## src/rtl/pong_pkg.sv

```systemverilog
// Shared definitions for the pong button path: button indices, debounce default, FSM encoding.
package pong_pkg;

  localparam int BTN_UP_P1   = 0;
  localparam int BTN_DOWN_P1 = 1;
  localparam int BTN_UP_P2   = 2;
  localparam int BTN_DOWN_P2 = 3;

  // 10 ms at 25.175 MHz
  localparam int DB_CYCLES_DEFAULT = 251_750;

  typedef enum logic [1:0] {
    ST_RELEASED     = 2'd0,
    ST_PRESS_WAIT   = 2'd1,
    ST_PRESSED      = 2'd2,
    ST_RELEASE_WAIT = 2'd3
  } db_state_e;

endpackage

```

## src/rtl/debounce_channel.sv

```systemverilog
// One button: 2-flop synchroniser, debounce FSM and stability counter; level and pulses registered.
// press_nxt exposes next-cycle press so the top can register any_press alongside the pulse.
module debounce_channel
  import pong_pkg::*;
#(
  parameter int DB_CYCLES = DB_CYCLES_DEFAULT,
  parameter int CNT_W     = $clog2(DB_CYCLES + 1)
) (
  input  logic clk_0,
  input  logic rst,
  input  logic btn_n_raw,
  output logic level_n,
  output logic press_pulse,
  output logic release_pulse,
  output logic press_nxt
);

  localparam logic [CNT_W-1:0] CNT_LAST = CNT_W'(DB_CYCLES - 1);
  localparam logic [CNT_W-1:0] CNT_ONE  = CNT_W'(1);

  logic            sync0_q, sync0_d;
  logic            sync1_q, sync1_d;
  db_state_e       state_q, state_d;
  logic [CNT_W-1:0] cnt_q, cnt_d;
  logic            level_q, level_d;
  logic            press_q, press_d;
  logic            release_q, release_d;
  logic            s;

  assign s = sync1_q;

  always_comb begin
    sync0_d   = btn_n_raw;
    sync1_d   = sync0_q;
    state_d   = state_q;
    cnt_d     = cnt_q;
    level_d   = level_q;
    press_d   = 1'b0;
    release_d = 1'b0;
    case (state_q)
      ST_RELEASED: begin
        level_d = 1'b1;
        if (!s) begin
          state_d = ST_PRESS_WAIT;
          cnt_d   = CNT_ONE;
        end else begin
          cnt_d = '0;
        end
      end
      ST_PRESS_WAIT: begin
        if (s) begin
          state_d = ST_RELEASED;
          cnt_d   = '0;
        end else if (cnt_q == CNT_LAST) begin
          state_d = ST_PRESSED;
          level_d = 1'b0;
          press_d = 1'b1;
          cnt_d   = '0;
        end else begin
          cnt_d = cnt_q + CNT_ONE;
        end
      end
      ST_PRESSED: begin
        level_d = 1'b0;
        if (s) begin
          state_d = ST_RELEASE_WAIT;
          cnt_d   = CNT_ONE;
        end else begin
          cnt_d = '0;
        end
      end
      ST_RELEASE_WAIT: begin
        if (!s) begin
          state_d = ST_PRESSED;
          cnt_d   = '0;
        end else if (cnt_q == CNT_LAST) begin
          state_d   = ST_RELEASED;
          level_d   = 1'b1;
          release_d = 1'b1;
          cnt_d     = '0;
        end else begin
          cnt_d = cnt_q + CNT_ONE;
        end
      end
      default: begin
        state_d = ST_RELEASED;
        level_d = 1'b1;
        cnt_d   = '0;
      end
    endcase
  end

  always_ff @(posedge clk_0 or negedge rst) begin
    if (!rst) begin
      sync0_q   <= 1'b1;
      sync1_q   <= 1'b1;
      state_q   <= ST_RELEASED;
      cnt_q     <= '0;
      level_q   <= 1'b1;
      press_q   <= 1'b0;
      release_q <= 1'b0;
    end else begin
      sync0_q   <= sync0_d;
      sync1_q   <= sync1_d;
      state_q   <= state_d;
      cnt_q     <= cnt_d;
      level_q   <= level_d;
      press_q   <= press_d;
      release_q <= release_d;
    end
  end

  assign level_n       = level_q;
  assign press_pulse   = press_q;
  assign release_pulse = release_q;
  assign press_nxt     = press_d;

endmodule

```

## src/rtl/button_conditioner.sv

```systemverilog
// Four independent debounce channels for the raw active-low player buttons.
// All outputs registered; up/down conflicts are deliberately left to the game logic.
module button_conditioner
  import pong_pkg::*;
#(
  parameter int DB_CYCLES = DB_CYCLES_DEFAULT
) (
  input  logic       clk_0,
  input  logic       rst,
  input  logic [3:0] btn_n_raw,
  output logic       up_p1,
  output logic       down_p1,
  output logic       up_p2,
  output logic       down_p2,
  output logic [3:0] press_pulse,
  output logic [3:0] release_pulse,
  output logic       any_press
);

  localparam int CNT_W = $clog2(DB_CYCLES + 1);

  logic [3:0] level_n;
  logic [3:0] press_nxt;
  logic       any_press_q, any_press_d;

  for (genvar i = 0; i < 4; i++) begin : g_ch
    debounce_channel #(
      .DB_CYCLES(DB_CYCLES),
      .CNT_W    (CNT_W)
    ) u_ch (
      .clk_0        (clk_0),
      .rst          (rst),
      .btn_n_raw    (btn_n_raw[i]),
      .level_n      (level_n[i]),
      .press_pulse  (press_pulse[i]),
      .release_pulse(release_pulse[i]),
      .press_nxt    (press_nxt[i])
    );
  end

  always_comb begin
    any_press_d = |press_nxt;
  end

  always_ff @(posedge clk_0 or negedge rst) begin
    if (!rst) begin
      any_press_q <= 1'b0;
    end else begin
      any_press_q <= any_press_d;
    end
  end

  assign any_press = any_press_q;
  assign up_p1     = level_n[BTN_UP_P1];
  assign down_p1   = level_n[BTN_DOWN_P1];
  assign up_p2     = level_n[BTN_UP_P2];
  assign down_p2   = level_n[BTN_DOWN_P2];

endmodule

```

## config.mk

```make
export PLATFORM = sky130hd
export DESIGN_NAME = button_conditioner
export DESIGN_NICKNAME = d
export VERILOG_FILES = /design/src/rtl/pong_pkg.sv /design/src/rtl/debounce_channel.sv /design/src/rtl/button_conditioner.sv
export SDC_FILE = /design/constraint.sdc
export NUM_CORES = 1
export LEC_CHECK = 0
export BUFFER_PORTS_ARGS = -buffer_cell sky130_fd_sc_hd__buf_2
export CAP_MARGIN = 15
export CORE_MARGIN = 1
export CORE_UTILIZATION = 67
export DETAILED_ROUTE_END_ITERATION = 12
export PLACE_DENSITY = 0.86
export SYNTH_ARGS = -nofsm -noshare
export SYNTH_HDL_FRONTEND = slang
export SYNTH_SLANG_ARGS = --single-unit
export TNS_END_PERCENT = 100
```

## constraint.sdc

```tcl
create_clock -name clk_0 -period 6.42 [get_ports clk_0]
set_clock_uncertainty 0.1 [all_clocks]
set_input_delay 1.284 -clock clk_0 [delete_from_list [all_inputs] [get_ports clk_0]]
set_output_delay 1.284 -clock clk_0 [all_outputs]
set_load 0.01 [all_outputs]
```

## Word-level counts from Yosys, hierarchy flattened

Cells that the tools add are included.

- Output and inout port bits: 13
- Bits in registers: 101
- Bits of input ports: 6

- Equal/unequal tests: 48
- Add/subtract/negate cells: 4
- Muxes and demuxes: 92
- Reductions and logical operators: 13

Operator list:

| kind | number |
|---|---|
| one-hot mux 18 bit (4 select lines) | 4 |
| two-way mux 18 bit | 12 |
| adder 18 x 1 -> 18 bit, second input constant | 4 |
| == test 18 bit, second input constant | 4 |
| two-way mux 2 bit | 24 |
| two-way mux 1 bit | 44 |
| inequality test 2 x 1 -> 1 bit, second input constant | 16 |
| one-hot mux 2 bit (4 select lines) | 4 |
| AND reduction 4 bit | 8 |
| == test 2 bit, second input constant | 8 |
| inequality test 2 bit, second input constant | 8 |
| one-hot mux 1 bit (4 select lines) | 4 |
| inequality test 3 x 1 -> 1 bit, second input constant | 4 |
| inequality test 3 bit, second input constant | 4 |
| == test 2 x 1 -> 1 bit, second input constant | 4 |
| logical NOT 2 bit | 4 |
| OR reduction 4 bit | 1 |

## Depth between registers and ports, before layout

- Depth after elaboration: 5
- Mapped depth: 9
- Depth with buffers taken out: 7

## Modules after synthesis

Synthesis repeated with hierarchy kept, for this count alone.

- Cell total of the unflattened synthesis: 526
- Area, all modules: 5292.6 um^2

By module, submodules not included:

| module | cells each | area an instance (um^2) | sequential area each (um^2) | times used |
|---|---|---|---|---|
| debounce_channel (g_ch[0].u_ch ...) | 131 | 1312.5 | 629.4 | 3 |
| debounce_channel (g_ch[3].u_ch) | 131 | 1322.5 | 629.4 | 1 |
| button_conditioner | 2 | 32.5 | 25.0 | 1 |

## Worst setup path before layout

No wires, ideal clock.

- Kind: reg-to-reg
- Start: register g_ch[3].u_ch.cnt_q[7]
- End: register g_ch[3].u_ch.cnt_q[11]
- Path slack: 4.165 ns
- Stages on the path, launching flop included: 9
- Data required time: 6.202 ns
- Arrival time: 2.036 ns
- Buffers on the path: 3
- Cells stage by stage: dfrtp_1 > buf_6 > or4_1 > or4_4 > o21ai_2 > or2_1 > buf_6 > buf_12 > nor2_1

- Word-level cells in the longest chain between the ends: 4
- Elaborated cells between the ends (all ways): 6
- Those cells by class: 1 x add/sub; 1 x eq/ne; 4 x mux

RTL lines:

| item | line | source |
|---|---|---|
| from (decl) | debounce_channel.sv:24 | `logic [CNT_W-1:0] cnt_q, cnt_d;` |
| from (signal assigned) | debounce_channel.sv:106 | `cnt_q <= cnt_d;` |
| adder 18 x 1 -> 18 bit or == test 18 bit (tied branches) | -- |  |
| two-way mux 18 bit * | debounce_channel.sv:54, debounce_channel.sv:76 |  |
| two-way mux 18 bit, on equally long branches | debounce_channel.sv:73, debounce_channel.sv:51 |  |
| one-hot mux 18 bit (4 select lines) * | debounce_channel.sv:40 | `case (state_q)` |
| via g_ch[3].u_ch.cnt_d[11] | debounce_channel.sv:24 |  |

The timed path passes the listed nets; every way through them passes the cells marked *.
A chain may end at the register's enable or synchronous reset.

## Final worst setup path

- Start: register g_ch[3].u_ch.cnt_q[13]
- End: register g_ch[3].u_ch.cnt_q[4]

- Word-level cells in the longest chain between the ends: 4
- Elaborated cells between the ends (all ways): 5
- Those cells by class: 1 x eq/ne; 4 x mux

RTL lines:

| item | line |
|---|---|
| == test 18 bit * | debounce_channel.sv:54, debounce_channel.sv:76 |
| two-way mux 18 bit * | debounce_channel.sv:54, debounce_channel.sv:76 |
| two-way mux 18 bit, on equally long branches | debounce_channel.sv:73, debounce_channel.sv:51 |
| one-hot mux 18 bit (4 select lines) * | debounce_channel.sv:40 |
| via g_ch[3].u_ch.cnt_d[4] | debounce_channel.sv:24 |

Marks and branches as above.

==> results.md <==
- Initial core utilization: between 60% and 70%
- Row count: 32
- Clock buffer depth: 2
- XOR/XNOR Fraction of Synth Area: 10.5%
- Dominant cell type by area after synthesis: dfrtp_1
- Sw Pwr: 0.000615 W
- Dominant cells by area after synthesis: dfrtp_1 (42%), nor2_1 (7.2%), ha_1 (6.6%)
- Multiplexer area fraction after synthesis: 0.400%
- 1st-pass router iterations: 4
- Largest family of logic cells by synthesized area: simple AND/OR/NAND/NOR gates
- Max VDD drop: around 0.00018 V
- P_leak: 2.41 nW
- CTS buffer count: 9
- Critical path peak fanout: 17
- Hold-fix buffers, CTS: 0
- # DRC: 0
- First-pass GRT wire length: between 15,000 and 20,000 um
- Compound-gate portion of the synthesized area: under 10%
- Avg WL per Cell: roughly 15 um
- Vias in the first global route: between 3,000 and 4,000
- Initial antenna violation count: 0
- TNS Setup: 0 ps
- Mapped Nets: slightly below 600
- Antenna diode count: 0
- Rel. slew slack: a little over two fifths
- Critical path endpoint category: flip-flop
- Avg Cell Area, Syn: ~9.7 um2
- Syn Inst Count: approximately 550
- Die width: a little over 90 um
- Adder-cell area share of the yosys netlist: under 10%
- Reg2Reg Depth: 5
- Root Driver: clkbuf_8
- Clock Latency Late Sink: 370 ps
- GPL Wtd Cong: 0.790
- Placed Area: between 5000 and 6000 um2
- IO Pins: 19
- Hold Path Cell Cnt: 0
- Netlist cell types: 52
- Post-DRT Antenna Nets: 0
- Overflow left after global routing: 0
- Clock-pin slew of the registers on the worst-case setup and hold paths: 100 ps
- Least-Margin Pin Slew: ~840 ps
- CP required: 6540 ps
- Finished Cell Area: approximately 5600 um2
- Synth Area in Simple Gates: between 20% and 30%
- Fin crit share: 41.0%
- Final setup vio count: 0
- # Max-Cap Violations: 0
- # placed instances: 649
- DRT iter0 DRCs: 126
- Max Slew Vio Count: 0
- Final hold vios: 0
- Seq pwr share: between 40% and 50%
- Yosys reg bits: ~100
- Sequential fraction of the synthesis area: a little under half
- Status: finished, final reports clean
- Nets: between 500 and 600
- CTS tree: yes
- Switching share of power: between 30 and 40%
- Clock share of power: between 20% and 30%
- Crit path DAT: between 2000 and 3000 ps
- Asr flop ratio synth: 100%
- Post-Route WL: roughly 10000 um
- Vias per inst: ~5.8
- Synth warn: 0
- Area growth syn-to-layout: 6.10%
- Total Power: roughly 0.0018 W
- CTS Sinks: between 100 and 150
- Vias: 3,846
- Fill cell count: roughly 540
- Die span in y: approximately 91 um
- Unrepaired setup endpoints after global routing: no
- Die area: 8290 um2
- Comb power frac: around 30%
- Non-Filler Instances: 665
- Share of cells above drive strength 1: 9.24%
- EDFF count, synth: 0
- Yosys top cell area share: a little over two fifths
- Internal power: roughly 0.0012 W
- CP startpoint kind: flip-flop
- Post-CTS setup buffers: 0
- CTS resizes: 0
- IO buf count: 18
- Tightest Hold Check Type: reg2reg
- All-layer global routing usage: between 20% and 30%
- Largest net degree at the start of global routing: between 70 and 80
- Post-route minimum period: 2630 ps
- # H-tree levels: 3
- Top FF cell, synth: dfrtp_1
- Core area: 7690 um2
- Pwr Density: ~320 nW/um2
- Fmax: approximately 380 MHz
- Crit path kind: reg2reg
- Synthesized cell area: approximately 5300 um2
- Post-DP HPWL: between 6000 and 7000 um
[kinds of logic after synthesis]
kind of cell / count (synthesis)
mux: 2
flops: 101
compound gates: 51
xor+xnor: 64
simple gates: 263
buf+inv: 40
fa+ha+maj: 28
[cell usage after synthesis, types with 2 or more instances]
master	count
nor2_1	102
dfrtp_1	89
nand2_1	42
xor2_1	40
nand3_1	35
ha_1	28
xnor2_1	24
inv_1	19
a21oi_1	14
and3_1	14
nand4_1	13
dfstp_2	12
clkbuf_1	10
buf_4	8
o21ai_0	8
nor2b_1	7
nor3_1	7
or4_1	6
nand2b_1	5
a211oi_1	4
and2_1	4
and4_1	4
nor4_1	4
a211o_1	3
a221oi_1	3
nand3b_1	3
nand4b_1	3
nor4bb_1	3
o22ai_1	3
or2_2	3
a2bb2oi_1	2
buf_6	2
nor3b_1	2
nor4b_1	2
o21a_1	2
o31ai_1	2
or3_1	2
[layout make-up]
class	instances	area (um2)	share of cell area, %
repair buffers	19	100	1.77
multi-input cells	408	2560	45.4
inverters	19	71.3	1.26
clock inverters	6	109	1.93
well taps	102	128	2.26
clock buffers	10	128	2.26
flip-flops and latches	101	2540	45.1
[flip-flops by register name (all words and copies together) (netlist names), named ones only]
name,count
g_ch.u_ch.level_n,4
g_ch.u_ch.sync0_q,4
g_ch.u_ch.s,4
g_ch.u_ch.release_pulse,4
g_ch.u_ch.press_pulse,4
g_ch.u_ch.state_q,4
any_press,1
g_ch.u_ch.cnt_q,72
[critical path, cell delays in order (launching register included)]
cell,delay [ps]
dfrtp_1,450
or4_1,550
or4_4,530
o21ai_2,220
or2_1,510
nor2_1,140
[stage by stage]
step	worst slack [ps]	hold slack (ps)	util, %
2_1_floorplan	4170	245	-
3_3_place_gp	3870	247	70.3
3_5_place_dp	3820	250	70.3
4_1_cts	3790	252	73.4
5_1_grt	3640	249	73.4
6_report	3790	251	73.4
[worst paths after layout]
check,startpoint,to,slack [ps]
min in group asynchronous,rst,async pin,730
worst min-delay path,g_ch[0].u_ch.sync0_q$_DFF_PN1_,g_ch[0].u_ch.s$_DFF_PN1_,250
max in group asynchronous,rst,g_ch[3].u_ch.cnt_q[8]$_DFF_PN0_,4300
worst max-delay path,g_ch[3].u_ch.cnt_q[13]$_DFF_PN0_,g_ch[3].u_ch.cnt_q[4]$_DFF_PN0_,3790
worst max register to register,g_ch[3].u_ch.cnt_q[13]$_DFF_PN0_,g_ch[3].u_ch.cnt_q[4]$_DFF_PN0_,3790
worst min register to register,g_ch[0].u_ch.sync0_q$_DFF_PN1_,g_ch[0].u_ch.s$_DFF_PN1_,250
[per-layer routing]
layer / wire length, um / track usage, % / up-vias
met4: 289 / 11.0 / 0
met2: 5040 / 45.5 / 74
li1: - / - / 1871
met5: 0 / 0 / -
met1: 4250 / 32.1 / 1872
met3: 347 / 6.95 / 29
[cell usage in the layout, fill, tap and decap left out, types with 6 or more instances in the layout]
cell type,instances
a21oi_1,14
and3_1,14
buf_2,17
clkbuf_8,9
dfrtp_1,89
dfstp_2,12
ha_1,28
inv_1,19
nand2_1,42
nand3_1,35
nand4_1,13
nor2_1,102
nor2b_1,7
nor3_1,7
o21ai_0,8
or4_1,6
xnor2_1,24
xor2_1,40
[power by group through the flow]
| stage | clock network, W | registers [W] | logic, W |
|---|---|---|---|
| global placement | 0 | 0.000792 | 0.000507 |
| detailed placement | 0 | 0.000798 | 0.000531 |
| finish | 0.000471 | 0.000787 | 0.000545 |
| CTS | 0.000482 | 0.000787 | 0.000546 |
| floorplan | 0 | 0.000784 | 0.000434 |
| global route | 0.000511 | 0.000798 | 0.000622 |
No activity file was read; power rests on OpenSTA's default activity.
